--- config.mk ---
export PLATFORM = sky130hd
export DESIGN_NAME = cin_mapping
export DESIGN_NICKNAME = d
export VERILOG_FILES = /design/src/rtl/cin_mapping.sv
export SDC_FILE = /design/constraint.sdc
export NUM_CORES = 1
export LEC_CHECK = 0
export CAP_MARGIN = 20
export CORE_MARGIN = 4
export CORE_UTILIZATION = 35
export DETAILED_ROUTE_END_ITERATION = 6
export PLACE_DENSITY = 0.63
export RECOVER_POWER = 50
export REMOVE_ABC_BUFFERS = 1
export SYNTH_ARGS = -nofsm -noshare
export SYNTH_HDL_FRONTEND = slang
export SYNTH_SLANG_ARGS = --single-unit
--- constraint.sdc ---
create_clock -name clk -period 2.95 [get_ports clk]
set_clock_uncertainty 0.2 [all_clocks]
set_input_delay 0.4425 -clock clk [delete_from_list [all_inputs] [get_ports clk]]
set_output_delay 0.4425 -clock clk [all_outputs]
set_load 0.02 [all_outputs]
--- src/rtl/cin_mapping.sv ---
// Streams rows from one of two BRAMs, remaps the lanes of each row and skews
// them diagonally onto the input lanes of the systolic array.
module cin_mapping #(
  parameter int unsigned X      = 4,
  parameter int unsigned Y      = 4,
  parameter int unsigned L      = 4,
  parameter int unsigned RSA_DW = 16,
  parameter int unsigned RSA_AW = 10,
  parameter int unsigned RD_LAT = 2
) (
  input  logic                  clk,
  input  logic                  sys_rst_n,
  input  logic                  start,
  input  logic                  src_sel,
  input  logic [2:0]            map_mode,
  input  logic [RSA_AW-1:0]     base_addr,
  input  logic [7:0]            len,
  output logic                  TB_enb,
  output logic [RSA_AW-1:0]     TB_addrb,
  input  logic [L*RSA_DW-1:0]   TB_doutb,
  output logic                  CB_enb,
  output logic [RSA_AW-1:0]     CB_addrb,
  input  logic [L*RSA_DW-1:0]   CB_doutb,
  output logic [Y*RSA_DW-1:0]   A_data,
  output logic [Y-1:0]          A_valid,
  output logic                  busy,
  output logic                  done
);

  localparam int unsigned DRAIN_CYC = RD_LAT + Y;
  localparam int unsigned DCW       = $clog2(DRAIN_CYC + 1);

  typedef enum logic [1:0] {IDLE, READ, DRAIN, DONE} state_e;

  if (X == 0 || Y < 2 || Y > L || L < 4 || RD_LAT == 0) begin : g_cfg_err
    $error("cin_mapping: unsupported X/Y/L/RD_LAT configuration");
  end

  state_e              state_q, state_d;
  logic                src_q, src_d;
  logic [2:0]          mode_q, mode_d;
  logic [7:0]          len_q, len_d;
  logic [RSA_AW-1:0]   addr_q, addr_d;
  logic [7:0]          iss_q, iss_d;
  logic [DCW-1:0]      dcnt_q, dcnt_d;
  logic                tb_enb_q, tb_enb_d, cb_enb_q, cb_enb_d;
  logic [RSA_AW-1:0]   tb_addrb_q, tb_addrb_d, cb_addrb_q, cb_addrb_d;
  logic                busy_q, busy_d, done_q, done_d;
  logic [RD_LAT-1:0]   pipe_q, pipe_d;
  logic                mv_q, mv_d;
  logic [RSA_DW-1:0]   m_q [Y];
  logic [RSA_DW-1:0]   m_d [Y];
  logic [RSA_DW-1:0]   d   [L];
  logic [RSA_DW-1:0]   mrow [Y];
  logic                rd;

  // Transfer sequencing: issue len reads, then drain the read latency and skew.
  always_comb begin
    state_d = state_q;
    src_d   = src_q;
    mode_d  = mode_q;
    len_d   = len_q;
    addr_d  = addr_q;
    iss_d   = iss_q;
    dcnt_d  = dcnt_q;
    case (state_q)
      IDLE: begin
        if (start) begin
          src_d   = src_sel;
          mode_d  = map_mode;
          len_d   = len;
          addr_d  = base_addr;
          iss_d   = 8'd1;
          state_d = (len != 8'd0) ? READ : DONE;
        end
      end
      READ: begin
        if (iss_q == len_q) begin
          state_d = DRAIN;
          dcnt_d  = '0;
        end else begin
          addr_d = addr_q + RSA_AW'(1);
          iss_d  = iss_q + 8'd1;
        end
      end
      DRAIN: begin
        if (dcnt_q == DCW'(DRAIN_CYC - 1)) state_d = DONE;
        else dcnt_d = dcnt_q + DCW'(1);
      end
      DONE:    state_d = IDLE;
      default: state_d = IDLE;
    endcase
    rd         = (state_d == READ);
    tb_enb_d   = rd & ~src_d;
    cb_enb_d   = rd & src_d;
    tb_addrb_d = tb_enb_d ? addr_d : '0;
    cb_addrb_d = cb_enb_d ? addr_d : '0;
    busy_d     = (state_d == READ) || (state_d == DRAIN);
    done_d     = (state_d == DONE);
  end

  // Read-valid pipeline matching the BRAM latency.
  always_comb begin
    pipe_d[0] = tb_enb_q | cb_enb_q;
    for (int unsigned s = 1; s < RD_LAT; s++) pipe_d[s] = pipe_q[s-1];
  end

  always_comb begin
    for (int unsigned j = 0; j < L; j++)
      d[j] = src_q ? CB_doutb[j*RSA_DW +: RSA_DW] : TB_doutb[j*RSA_DW +: RSA_DW];
  end

  // Lane remapping; codes 010/011 emit zero rows that still carry valid.
  always_comb begin
    for (int unsigned i = 0; i < Y; i++) mrow[i] = '0;
    case (mode_q)
      3'b000: for (int unsigned i = 0; i < Y; i++) if (i < L) mrow[i] = d[i];
      3'b001: for (int unsigned i = 0; i < Y; i++) if (i < L) mrow[i] = d[L-1-i];
      3'b111: begin mrow[0] = d[0]; mrow[1] = d[1]; end
      3'b100: begin mrow[0] = d[2]; mrow[1] = d[3]; end
      3'b101: begin mrow[0] = d[3]; mrow[1] = d[2]; end
      3'b110: begin mrow[0] = d[1]; mrow[1] = d[0]; end
      default: ;
    endcase
    mv_d = pipe_q[RD_LAT-1];
    for (int unsigned i = 0; i < Y; i++) m_d[i] = mv_d ? mrow[i] : '0;
  end

  always_ff @(posedge clk or negedge sys_rst_n) begin
    if (!sys_rst_n) begin
      state_q    <= IDLE;
      src_q      <= 1'b0;
      mode_q     <= '0;
      len_q      <= '0;
      addr_q     <= '0;
      iss_q      <= '0;
      dcnt_q     <= '0;
      tb_enb_q   <= 1'b0;
      cb_enb_q   <= 1'b0;
      tb_addrb_q <= '0;
      cb_addrb_q <= '0;
      busy_q     <= 1'b0;
      done_q     <= 1'b0;
      pipe_q     <= '0;
      mv_q       <= 1'b0;
      for (int unsigned i = 0; i < Y; i++) m_q[i] <= '0;
    end else begin
      state_q    <= state_d;
      src_q      <= src_d;
      mode_q     <= mode_d;
      len_q      <= len_d;
      addr_q     <= addr_d;
      iss_q      <= iss_d;
      dcnt_q     <= dcnt_d;
      tb_enb_q   <= tb_enb_d;
      cb_enb_q   <= cb_enb_d;
      tb_addrb_q <= tb_addrb_d;
      cb_addrb_q <= cb_addrb_d;
      busy_q     <= busy_d;
      done_q     <= done_d;
      pipe_q     <= pipe_d;
      mv_q       <= mv_d;
      m_q        <= m_d;
    end
  end

  // Diagonal skew: lane i passes through i extra registers.
  for (genvar i = 0; i < Y; i++) begin : g_skew
    if (i == 0) begin : g_direct
      assign A_data[0 +: RSA_DW] = m_q[0];
      assign A_valid[0]          = mv_q;
    end else begin : g_dly
      logic [RSA_DW-1:0] sd_q [i];
      logic [RSA_DW-1:0] sd_d [i];
      logic [i-1:0]      sv_q, sv_d;
      always_comb begin
        sd_d[0] = m_q[i];
        sv_d[0] = mv_q;
        for (int s = 1; s < i; s++) begin
          sd_d[s] = sd_q[s-1];
          sv_d[s] = sv_q[s-1];
        end
      end
      always_ff @(posedge clk or negedge sys_rst_n) begin
        if (!sys_rst_n) begin
          sv_q <= '0;
          for (int s = 0; s < i; s++) sd_q[s] <= '0;
        end else begin
          sv_q <= sv_d;
          sd_q <= sd_d;
        end
      end
      assign A_data[i*RSA_DW +: RSA_DW] = sd_q[i-1];
      assign A_valid[i]                 = sv_q[i-1];
    end
  end

  assign TB_enb   = tb_enb_q;
  assign CB_enb   = cb_enb_q;
  assign TB_addrb = tb_addrb_q;
  assign CB_addrb = cb_addrb_q;
  assign busy     = busy_q;
  assign done     = done_q;

endmodule

Word-level counts from Yosys, hierarchy flattened. Cells that the tools add are included. W data, S select, Z words.

Bits in registers: 228. Bits in latches: 0. Memory bits (writable): 0. Bits in read-only memories: 0. Output and inout port bits: 92. Memories kept: 0.

Add/sub/neg operators: 3. Multipliers: 0. Div/mod/pow operators: 0. $lt $le $gt $ge: 0. Equal/unequal tests: 17. Shifts and indexed selects: 0. Multiplexer cells: 28. Bitwise logic cells: 4. Reductions and logical operators: 11.

Operators by type and width (number): $mux W16 (8); $pmux W32 S4 (1); $pmux W32 S2 (1); $mux W10 (4); $pmux W10 S2 (1); $mux W8 (2); $pmux W8 S2 (1); $eq A3 B3 Y1 const B (5); $add A10 B1 Y10 const B (1); $add A8 B1 Y8 const B (1); $eq A2 B2 Y1 const B (4); $eq A8 B8 Y1 (1); $mux W2 (4); $ne A2 B2 Y1 const B (4); $pmux W2 S4 (1); $reduce_bool A8 Y1 (1); $mux W3 (2); $pmux W3 S2 (1); $reduce_and A3 Y1 (2); $eq A2 B1 Y1 const B (2); $reduce_bool A2 Y1 (2); $reduce_or A2 Y1 (2); $add A3 B1 Y3 const B (1); $eq A3 B1 Y1 const B (1); other kinds (8) (10).

Depth between registers and ports, before layout.
Depth after elaboration: 7. Depth in mapped cells: 11.

Worst setup path before layout. No wires, ideal clock.

Kind: flip-flop to flip-flop. Start: reg state_q[1]. End: reg tb_addrb_q[0] (netlist: TB_addrb[0]). Data arrival time: 2.214 ns. Setup slack: 0.405 ns. Cell stages (with the launch flop): 11. Path buffers: 3. Path through: dfrtp_1 > inv_1 > ha_1 > buf_2 > clkbuf_1 > clkbuf_1 > o21ai_0 > a32o_1 > ha_1 > nand2_1 > o22ai_1.

Word-level cells in the longest chain between the ends: 5. Elaborated cells on any way between the ends: 14. Classes of those cells: 4 x eq/ne; 7 x mux; 2 x bitwise; 1 x reduce/logical.

Ends and longest elaborated chain: from (decl) (line 39) `state_e state_q, state_d;`; from (signal assigned) (line 148) `state_q <= state_d;`; $eq A2 B2 Y1, or another cell as far along (line 66) `case (state_q)`; $pmux W2 S4 or $mux W1 (tied branches) (line 66); $eq A2 B1 Y1 or $not A1 Y1 (tied branches) (line 93, 94); $and A1 B1 Y1 (line 94) `tb_enb_d = rd & ~src_d;`; $mux W10 * (line 96) `tb_addrb_d = tb_enb_d ? addr_d : '0;`; named net tb_addrb_d[0] (line 47) `logic [RSA_AW-1:0] tb_addrb_q, tb_addrb_d, cb_addrb_q, cb_addrb_d;`; to (signal assigned) (line 157) `tb_addrb_q <= tb_addrb_d;`; to (decl) (line 47).

Mark *: on every way through the listed nets, which the timed path passes. The rest lies on a longest branch. A chain may end at the register's enable or synchronous reset.

Worst setup path in the final report.
Start: reg state_q[0]. End: reg tb_addrb_q[2] (netlist: TB_addrb[2]).

Same word-level chain as after synthesis.

==> key figures <==
Cells and area
  – Fill cell count: ~2,300
  – Area grow syn2layout: 40.2%
  – Ratio of cells with drive above 1 in the final layout: 14.7%
  – Final Non-Filler Cells: around 1,400
  – N_diodes: 0
  – Final net count: approximately 1,200
  – Final Instance Area: ~13,000 um^2
  – Final Util: about 50%

Logic synthesis
  – Ys async rst share: 100%
  – Largest area contributor in the netlist: dfrtp_1
  – Netlist Area Pre-Place: just over 9000 um^2
  – Syn_area_per_cell: 11.9 um^2
  – Share of the synthesized area in the top cell type: between 60% and 70%
  – Synth top cells by count: dfrtp_1, nand2_1, mux2_2
  – Most common cell in the netlist: dfrtp_1
  – Area contributors post-synth: dfrtp_1, mux2_2, a22oi_1
  – Distinct cells, synth: 57
  – Post-synthesis sequential area ratio: 61.1%
  – Top FF cell, synth: dfrtp_1
  – Cells after Synth: around 770
  – Ys Warns: 0
  – Flops & latches, synth: around 230
  – Post-synth EDFFs: 0

Route
  – Post-Route WL: 25,000 um
  – Via/cell ratio: 5.15
  – DR WL/cell: 18.2 um
  – Post-DRT Antenna Nets: 0
  – DR pass1 iterations: 6
  – Via Count: between 7,000 and 8,000
  – DRC marker count from the first detailed-route iteration: around 440
  – Residual DRC: 0

Place
  – Placed inst area: around 12,000 um^2
  – Hpwl dp: roughly 18,000 um
  – Post-Place Worst Slack: about 0.26 ns
  – Final Wtd Congestion: around 0.87
  – Port Buf Inserts: between 200 and 250
  – DP Cell Count: 1,331

Flow run
  – Max_cap viols: 1

Worst setup path
  – Family with the most delay on the worst path: simple AND/OR/NAND/NOR gates
  – Critical Path Start Type: register
  – CP Data Arrival Time: ~2.8 ns
  – Worst setup EP type: register
  – CP Max Fanout: 16
  – CP bufs+invs: 2
  – Critical path's largest stage delay: roughly 0.41 ns
  – Critical-path cell list: inv_1 > ha_1 > and2_1 > buf_4 > mux2i_1 > nand2_1 > o22ai_1
  – Crit Path Class: reg -> reg
  – CP max stage cell: dfrtp_1
  – Worst Path Required: 3.17 ns

STA
  – RSZ-0062 raised after global routing: false
  – Pins Over Slew Limit: 63
  – Final setup TNS: 0 ns
  – Achievable Freq: between 300 and 400 MHz
  – Slew @ Worst Pin: around 1.6 ns
  – Final setup fails: 0
  – Final min period: ~2.6 ns
  – Final Hold Vio Count: 0
  – Post-route setup slack: 0.332 ns
  – Slew headroom: -9.87%
  – Fraction of the cycle the final worst path needs: roughly 90%

Clock network
  – Clock tree sinks: about 230
  – Worst-skew pair later-pin latency: roughly 0.52 ns
  – Clock transition at the registers of the reported paths: about 0.06 ns
  – Inserted Clock Buffers: 24
  – Setup Fix Bufs, Post-CTS: 0
  – Clock buffer depth: 3
  – CTS tree: built
  – H-tree level count: 1
  – Root Driver: clkbuf_16

Global route
  – Initial antenna violation count: 0
  – GRT overflow: 0
  – Vias in the first global route: 7,175
  – Gr usage total: approximately 17%
  – Largest net degree at the start of global routing: 65
  – First-pass GRT wire length: 38,600 um

Power
  – P_leak: about 5.7 nW
  – Clock group share of total power: between 20% and 30%
  – Sequential Power Share: between 30% and 40%
  – PwrDens: about 860 nW/um^2
  – Sw Ratio: between 30% and 40%
  – Switching power total: 4.01 mW
  – Pint: just over 7 mW
  – Maximum vdd drop: between 0.6 and 0.7 mV
  – Comb power frac: 38.3%

Min path
  – Worst Hold Class: reg -> reg

Floorplan
  – Core area: between 20,000 and 30,000 um^2
  – DIE WIDTH: approximately 170 um
  – Initial Utilization: ~35%
  – Die area: around 29,000 um^2
  – Vert. Die Dim: 170 um
  – Row Count: around 60
  – IO Pins: between 200 and 250

Run status
  – Outcome: finished with violations
  – Failing checks: capacitance limit, slew limit
[cells in the final DEF (no fill, tap or decap), types with 3 or more instances in the layout]
cell	instances
a211o_1	3
a21oi_1	33
a222oi_1	17
a22oi_1	51
a31oi_1	17
and3_1	4
buf_12	4
buf_4	24
clkbuf_1	5
clkbuf_16	24
clkbuf_8	4
clkdlybuf4s50_1	243
clkinv_2	5
dfrtp_1	224
ha_1	10
inv_1	15
mux2_2	65
mux2i_1	11
nand2_1	96
nand2b_1	4
nand3_1	16
nand4_1	3
nor2_1	61
nor3_1	11
o21ai_0	15
o22ai_1	10
xnor2_1	8
[final timing paths]
check / from / to / slack [ns] / depth (start not counted)
worst max-delay path: state_q[0]$_DFF_PN0_ / TB_addrb[2]$_DFF_PN0_ / 0.33 / 7
max in group asynchronous: sys_rst_n / A_data[49]$_DFF_PN0_ / 0.55 / 3
worst min register to register: g_skew[3].g_dly.sd_d[27]$_DFF_PN0_ / g_skew[3].g_dly.sd_d[11]$_DFF_PN0_ / 0.15 / 0
min in group asynchronous: sys_rst_n / len_q[7]$_DFFE_PN0P_ / 0.70 / 2
worst min-delay path: g_skew[3].g_dly.sd_d[27]$_DFF_PN0_ / g_skew[3].g_dly.sd_d[11]$_DFF_PN0_ / 0.15 / 0
worst max register to register: state_q[0]$_DFF_PN0_ / TB_addrb[2]$_DFF_PN0_ / 0.33 / 7
[per-layer routing]
layer	track usage, %	share of wire, %
met5	0	0
met4	4.69	2.1
met3	4.72	8.7
met2	28.1	48
met1	21.1	41
[cells by family (layout without fill, tap and decap cells)]
logic type / Yosys count / count (layout) / share of synthesized area, %
simple gates: 218 / 218 / 10.5
compound gates: 169 / 169 / 13.5
xor+xnor: 9 / 9 / 0.938
buf+inv: 64 / 331 / 3.27
fa+ha+maj: 10 / 10 / 1.36
mux: 77 / 77 / 9.31
flops: 225 / 225 / 61.1
[worst register-to-register path, cell delays in order, from the launching register on]
cell and delay [ns]:
dfrtp_1 0.41, inv_1 0.10, ha_1 0.40, and2_1 0.21, buf_4 0.24, mux2i_1 0.39
nand2_1 0.33, o22ai_1 0.26
[registers in the layout, summed over array words and instances, names as in the netlist, 3 cells and up]
signal / cells
g_skew.g_dly.sd_d: 96
A_data: 48
g_skew.g_dly.sd_q: 16
CB_addrb: 10
TB_addrb: 10
addr_q: 10
iss_q: 8
len_q: 8
dcnt_q: 3
g_skew.g_dly.sv_q: 3
mode_q: 3
[stage by stage]
stage | power [mW] | hold slack, ns
detailed placement | 8.25 | 0.135
CTS | 11.3 | 0.147
global placement | 8.17 | 0.131
floorplan | 6.52 | -0.0531
finish | 11.1 | 0.146
global route | 11.8 | 0.148
[repair_timing]
| action | CTS | global route |
|---|---|---|
| resized for setup | 0 | 0 |
| hold buffers | 1 | 0 |
| hold endpoints to repair | 59 | 0 |
| setup endpoints to repair | 0 | 0 |
[power by group through the flow]
stage | Combinational [mW] | Clock, mW | Sequential [mW]
2_1_floorplan | 2.37 | 0 | 4.15
3_3_place_gp | 4.20 | 0 | 3.97
3_5_place_dp | 4.27 | 0 | 3.98
4_1_cts | 4.29 | 3.03 | 3.93
5_1_grt | 4.65 | 3.17 | 3.98
6_report | 4.27 | 2.94 | 3.93
[layout make-up]
type                            instances  area [um^2]  area share [%]
Sequential cell                       225         5630            43.6
Multi-Input combinational cell        483         3310            25.6
Timing Repair Buffer                  274         2710            21.0
Clock buffer                           33          674            5.22
Tap cell                              335          419            3.25
Clock inverter                          9          110           0.853
Inverter                               15         56.3           0.436
No activity file was read; power rests on OpenSTA's default activity.
